[src/rtl/mac_sequencer.sv]
// Purpose: control FSM that sequences operand loads and accumulate steps for a MAC datapath.
// Latency: start accepted in cycle 0 gives done in cycle 2*L+2 (cycle 2 when L=0), with in_valid held high.
// Backpressure: in_valid low in FETCH stalls the sequence; abort returns to IDLE on the next edge.
module mac_sequencer #(
    parameter int CNT_WIDTH = 8
) (
    input  logic                 clk,
    input  logic                 reset,
    input  logic                 start,
    input  logic [CNT_WIDTH-1:0] length,
    input  logic                 abort,
    input  logic                 in_valid,
    output logic                 in_ready,
    output logic                 load_en,
    output logic                 acc_clear,
    output logic                 acc_en,
    output logic                 busy,
    output logic                 done,
    output logic [CNT_WIDTH-1:0] count
);

    typedef enum logic [2:0] {
        S_IDLE  = 3'd0,
        S_CLEAR = 3'd1,
        S_FETCH = 3'd2,
        S_ACCUM = 3'd3,
        S_DONE  = 3'd4
    } state_t;

    state_t               state_q, state_d;
    logic [CNT_WIDTH-1:0] len_q, len_d;
    logic [CNT_WIDTH-1:0] cnt_q, cnt_d;

    // One extra bit so the last-step compare is correct at length = 2^CNT_WIDTH-1.
    logic [CNT_WIDTH:0]   cnt_inc;

    assign cnt_inc = {1'b0, cnt_q} + (CNT_WIDTH+1)'(1);
    assign count   = cnt_q;

    // State, latched length and step counter; synchronous active-low reset.
    always_ff @(posedge clk) begin
        if (!reset) begin
            state_q <= S_IDLE;
            len_q   <= '0;
            cnt_q   <= '0;
        end else begin
            state_q <= state_d;
            len_q   <= len_d;
            cnt_q   <= cnt_d;
        end
    end

    // Next-state and output decode; abort overrides only the transition, so the
    // step performed in the abort cycle (clear or accumulate) is still reflected in count.
    always_comb begin
        state_d   = state_q;
        len_d     = len_q;
        cnt_d     = cnt_q;
        in_ready  = 1'b0;
        load_en   = 1'b0;
        acc_clear = 1'b0;
        acc_en    = 1'b0;
        busy      = (state_q != S_IDLE);
        done      = 1'b0;

        case (state_q)
            S_IDLE: begin
                if (start) begin
                    len_d   = length;
                    state_d = S_CLEAR;
                end
            end
            S_CLEAR: begin
                acc_clear = 1'b1;
                cnt_d     = '0;
                state_d   = (len_q == '0) ? S_DONE : S_FETCH;
            end
            S_FETCH: begin
                in_ready = 1'b1;
                if (in_valid) begin
                    load_en = 1'b1;
                    state_d = S_ACCUM;
                end
            end
            S_ACCUM: begin
                acc_en  = 1'b1;
                cnt_d   = cnt_inc[CNT_WIDTH-1:0];
                state_d = (cnt_inc == {1'b0, len_q}) ? S_DONE : S_FETCH;
            end
            S_DONE: begin
                // An abort landing on the final cycle suppresses the completion pulse.
                done    = !abort;
                state_d = S_IDLE;
            end
            default: begin
                state_d = S_IDLE;
            end
        endcase

        if (abort && (state_q != S_IDLE)) begin
            state_d = S_IDLE;
        end
    end

endmodule

[config.mk]
export PLATFORM = sky130hd
export DESIGN_NAME = mac_sequencer
export DESIGN_NICKNAME = d
export VERILOG_FILES = /design/src/rtl/mac_sequencer.sv
export SDC_FILE = /design/constraint.sdc
export NUM_CORES = 1
export LEC_CHECK = 0
export BUFFER_PORTS_ARGS = -buffer_cell sky130_fd_sc_hd__buf_2
export CORE_MARGIN = 2
export CORE_UTILIZATION = 47
export DETAILED_ROUTE_END_ITERATION = 16
export PLACE_DENSITY = 0.85
export SETUP_SLACK_MARGIN = 0.1
export SLEW_MARGIN = 5
export SYNTH_ARGS = -nofsm -noshare
export SYNTH_HDL_FRONTEND = slang
export SYNTH_SLANG_ARGS = --single-unit
[constraint.sdc]
create_clock -name clk -period 1.7 [get_ports clk]
set_input_delay 0.17 -clock clk [delete_from_list [all_inputs] [get_ports clk]]
set_output_delay 0.17 -clock clk [all_outputs]
set_load 0.05 [all_outputs]
==> reports/qor.yml <==
height_of_the_die_microns: 53.0
drtAntennaViolNets: 0
syn-instance-count: 144
fp.dieArea_sq_mm: 0.00281
synth_area_per_cell_sq_um: 7.85
rr_startpoint: "count[4]$_SDFFE_PN0P_"
floorplan.initialDensity_pct: 50.6
synth_enable_flop_cells: 0
global_route.overflow_total: 0
flop_to_flop_setup_slack_ns: 0.05
hpwl_mm: 2.00
endpoint_of_the_worst_register_to_register_path: "state_q[2]$_SDFFE_PP0P_"
power_frac_seq_pct: 48.0
ratio_of_final_minimum_period_to_clock_period_pct: 97.3
die_w_microns: 53.0
netSwitchingFraction_pct: 36.1
ys.flop_type: "sky130_fd_sc_hd__dfxtp_1"
critical_path.startpoint: "count[4]$_SDFFE_PN0P_"
static-leakage-power_nw: 0.627
worst_path_required_time_ns: 1.95
fin_skew_ns: 0.00269
ys_seq_elements: 19
worstPathCellList: "buf_4 > xor2_1 > xnor2_1 > a311o_1 > nor4_4 > a41o_1"
clkSlewWorstSetupHoldPaths_ns: 0.11
clock_tree.root_cell: "sky130_fd_sc_hd__clkbuf_4"
grt.total_usage_pct: 22.5
hold_path.class: "input port to flip-flop"
switchingPower_w: 0.000380
vdd.ir_drop.worst_mv: 0.587
min_period_ns: 1.65
layout.cell_area.non_filler_sq_mm: 0.00149
final_layout_size_suffix_gt1_share_pct: 36.4
synth.net_count: 158
final_core_util_pct: 66.7
worstMarginPinSlew_ns: 0.440
grt.met2_usage_pct: 38.5
final_total_pwr_w: 0.00105
cellInternalPower_w: 0.000674
cp_max_fo: 3
top_library_cells_by_usage_in_the_layout_fill_and_taps_aside: "sky130_fd_sc_hd__nand2_1, sky130_fd_sc_hd__buf_2, sky130_fd_sc_hd__buf_4, sky130_fd_sc_hd__a21boi_1, sky130_fd_sc_hd__dfxtp_1"
io_buffer_count: 26
first_pass_grt_wire_length_mm: 4.59
setup.worst_path.end: "state_q[2]$_SDFFE_PP0P_"
run_status: "complete, no violations"
pwr-share-clk_pct: 22.5
num-nets-final: 191
place.gp.congestion: 0.932
cts_num_sinks: 19
route.detailed.wl_per_inst_microns: 13.6
critical_path.startpoint_type: "flip-flop"
detailroute.via_count: 1138
cts_tree: "built"
delay_of_the_slowest_cell_on_the_worst_path_ns: 0.36
drt-vias-per-instance: 5.58
critical_path_class: "flip-flop to flip-flop"
final.fill_count: 194
detailedRoute.firstIterationViolations: 26
placement_rows: 17
ys_types: 40
antennaDiodeCount: 0
syn2layout_area_growth_pct: 31.9
finalSetupViolCount: 0
post-place-cells: 193
grt.met1_usage_pct: 27.5
grt_max_degree: 18
grt_antenna_before_repair: 0
share_of_flip_flops_with_an_asynchronous_set_or_reset_pct: 0
layout.cells.most_common: "sky130_fd_sc_hd__nand2_1"
synth_seq_area_share_pct: 33.7
cts_hold_repair.buffers: 0
synth_area_sq_mm: 0.00113
worst_r2r_path_depth: 6
core_ar_sq_mm: 0.00223
worst_path_max_delay_cell: "sky130_fd_sc_hd__dfxtp_4"
routed_wirelength_mm: 2.78
cp_data_arrival_time_ns: 1.91
grt_setup_unrepaired: "yes"
floorplan.io_pins: 27
ys_warn_count: 0
cts_max_path_buffers: 2
power-per-cell-area_mw_per_mm2: 707
grt_pass1_vias: 1070
cap_viol_max_count: 0
grt_most_used_layer: "met2"
timing_hold_violations_final: 0
firstDrtPassIters: 4
insertion_delay_ns: 0.30
critical_path.endpoint_type: "flip-flop"
h_tree_depth: 1
timing.slew.headroom_pct: 70.6
number_of_buffers_created_by_cts: 3
max_clock_freq_mhz: 605
final-max-slew-violation-count: 0
postPlaceCellArea_sq_mm: 0.00135
comb_power_share_pct: 29.5
met3_usage_in_global_routing_pct: 2.54
stdcell_count: 204
drc_markers: 0
[final cells by class]
class | instances | area, sq um | area share, %
Clock buffer | 3 | 22.5 | 1.51
Tap cell | 28 | 35.0 | 2.35
Multi-Input combinational cell | 113 | 795 | 53.3
Inverter | 5 | 22.5 | 1.51
Sequential cell | 19 | 405 | 27.2
Clock inverter | 1 | 5.00 | 0.336
Timing Repair Buffer | 35 | 205 | 13.8
[kinds of logic after synthesis]
group,count (synthesis),synth area share [%]
AND/OR/NAND/NOR,70,33.3
AO/OA/AOI/OAI,31,18.8
flip-flops,19,33.7
buffers and inverters,12,4.43
XOR/XNOR,10,7.75
multiplexers,1,0.886
adder cells (fa/ha/maj),1,1.11
[power groups by stage]
stage               Combinational [W]  Sequential (W)  Clock, W
floorplan                    0.000226        0.000503         0
global placement             0.000279        0.000509         0
detailed placement           0.000288        0.000511         0
CTS                          0.000305        0.000501  0.000238
global route                 0.000343        0.000511  0.000272
finish                       0.000311        0.000506  0.000237
[sequential cells by signal, summed over array words and instances (netlist names)]
| register | flops |
|---|---|
| state_q | 3 |
| len_q | 8 |
| count | 8 |
[critical path: cells and delay by family, from the launching register on]
family	cells	cell delay (ns)
and+or+nand+nor	1	0.30
AOI/OAI and AO/OA	2	0.51
DFF	1	0.36
buffers and inverters	1	0.14
xor gates and xnor gates	2	0.29
[metrics by stage]
| step | hold slack, ns | worst slack (ns) | setup TNS, ns |
|---|---|---|---|
| after floorplan | 0.305 | -0.0397 | -0.0953 |
| after global placement | 0.409 | 0.0703 | 0 |
| after detailed placement | 0.415 | -0.0345 | -0.0385 |
| after CTS | 0.0860 | 0.0474 | 0 |
| after global routing | 0.0821 | -0.0292 | -0.0323 |
| final | 0.0870 | 0.0464 | 0 |
[routing by layer]
layer | vias to the layer above | wire length, microns
met4 | 0 | 31
met5 | - | 0
met3 | 4 | 119
li1 | 566 | -
met2 | 36 | 1390
met1 | 532 | 1240
[synthesized netlist by cell type (2+ instances only)]
cell type	instances	area share, %
sky130_fd_sc_hd__inv_1	4	1.3
sky130_fd_sc_hd__a21oi_1	5	2.2
sky130_fd_sc_hd__a21o_1	3	2.0
sky130_fd_sc_hd__nor4_1	3	1.7
sky130_fd_sc_hd__clkbuf_1	5	1.7
sky130_fd_sc_hd__xnor2_1	5	3.9
sky130_fd_sc_hd__and3_1	2	1.1
sky130_fd_sc_hd__nand2b_1	2	1.1
sky130_fd_sc_hd__xor2_1	5	3.9
sky130_fd_sc_hd__dfxtp_1	19	34
sky130_fd_sc_hd__o21ai_1	3	1.3
sky130_fd_sc_hd__nor2b_1	5	2.8
sky130_fd_sc_hd__nor2_1	3	1.0
sky130_fd_sc_hd__nand2_1	29	9.6
sky130_fd_sc_hd__a21boi_1	11	7.3
sky130_fd_sc_hd__nand3_1	7	3.1
sky130_fd_sc_hd__and2_1	3	1.7
sky130_fd_sc_hd__nor3_1	6	2.7
sky130_fd_sc_hd__o211ai_1	2	1.3
sky130_fd_sc_hd__o21ai_0	2	0.89
[worst min-delay path by stage]
stage / from / endpoint / cells past startpoint
final: length[7] / len_q[7]$_SDFFE_PN0P_ / 3
after global routing: length[6] / len_q[6]$_SDFFE_PN0P_ / 3
after CTS: length[6] / len_q[6]$_SDFFE_PN0P_ / 3
after detailed placement: length[0] / len_q[0]$_SDFFE_PN0P_ / 3
after global placement: length[2] / len_q[2]$_SDFFE_PN0P_ / 3
after floorplan: length[0] / len_q[0]$_SDFFE_PN0P_ / 2
[repair_timing]
action	4_1_cts	5_1_grt
buffers inserted	7	0
pin swaps	4	0
resized for setup	8	7
setup endpoints to repair	5	6
cloned	0	0
(Power assumes the default switching activity.)
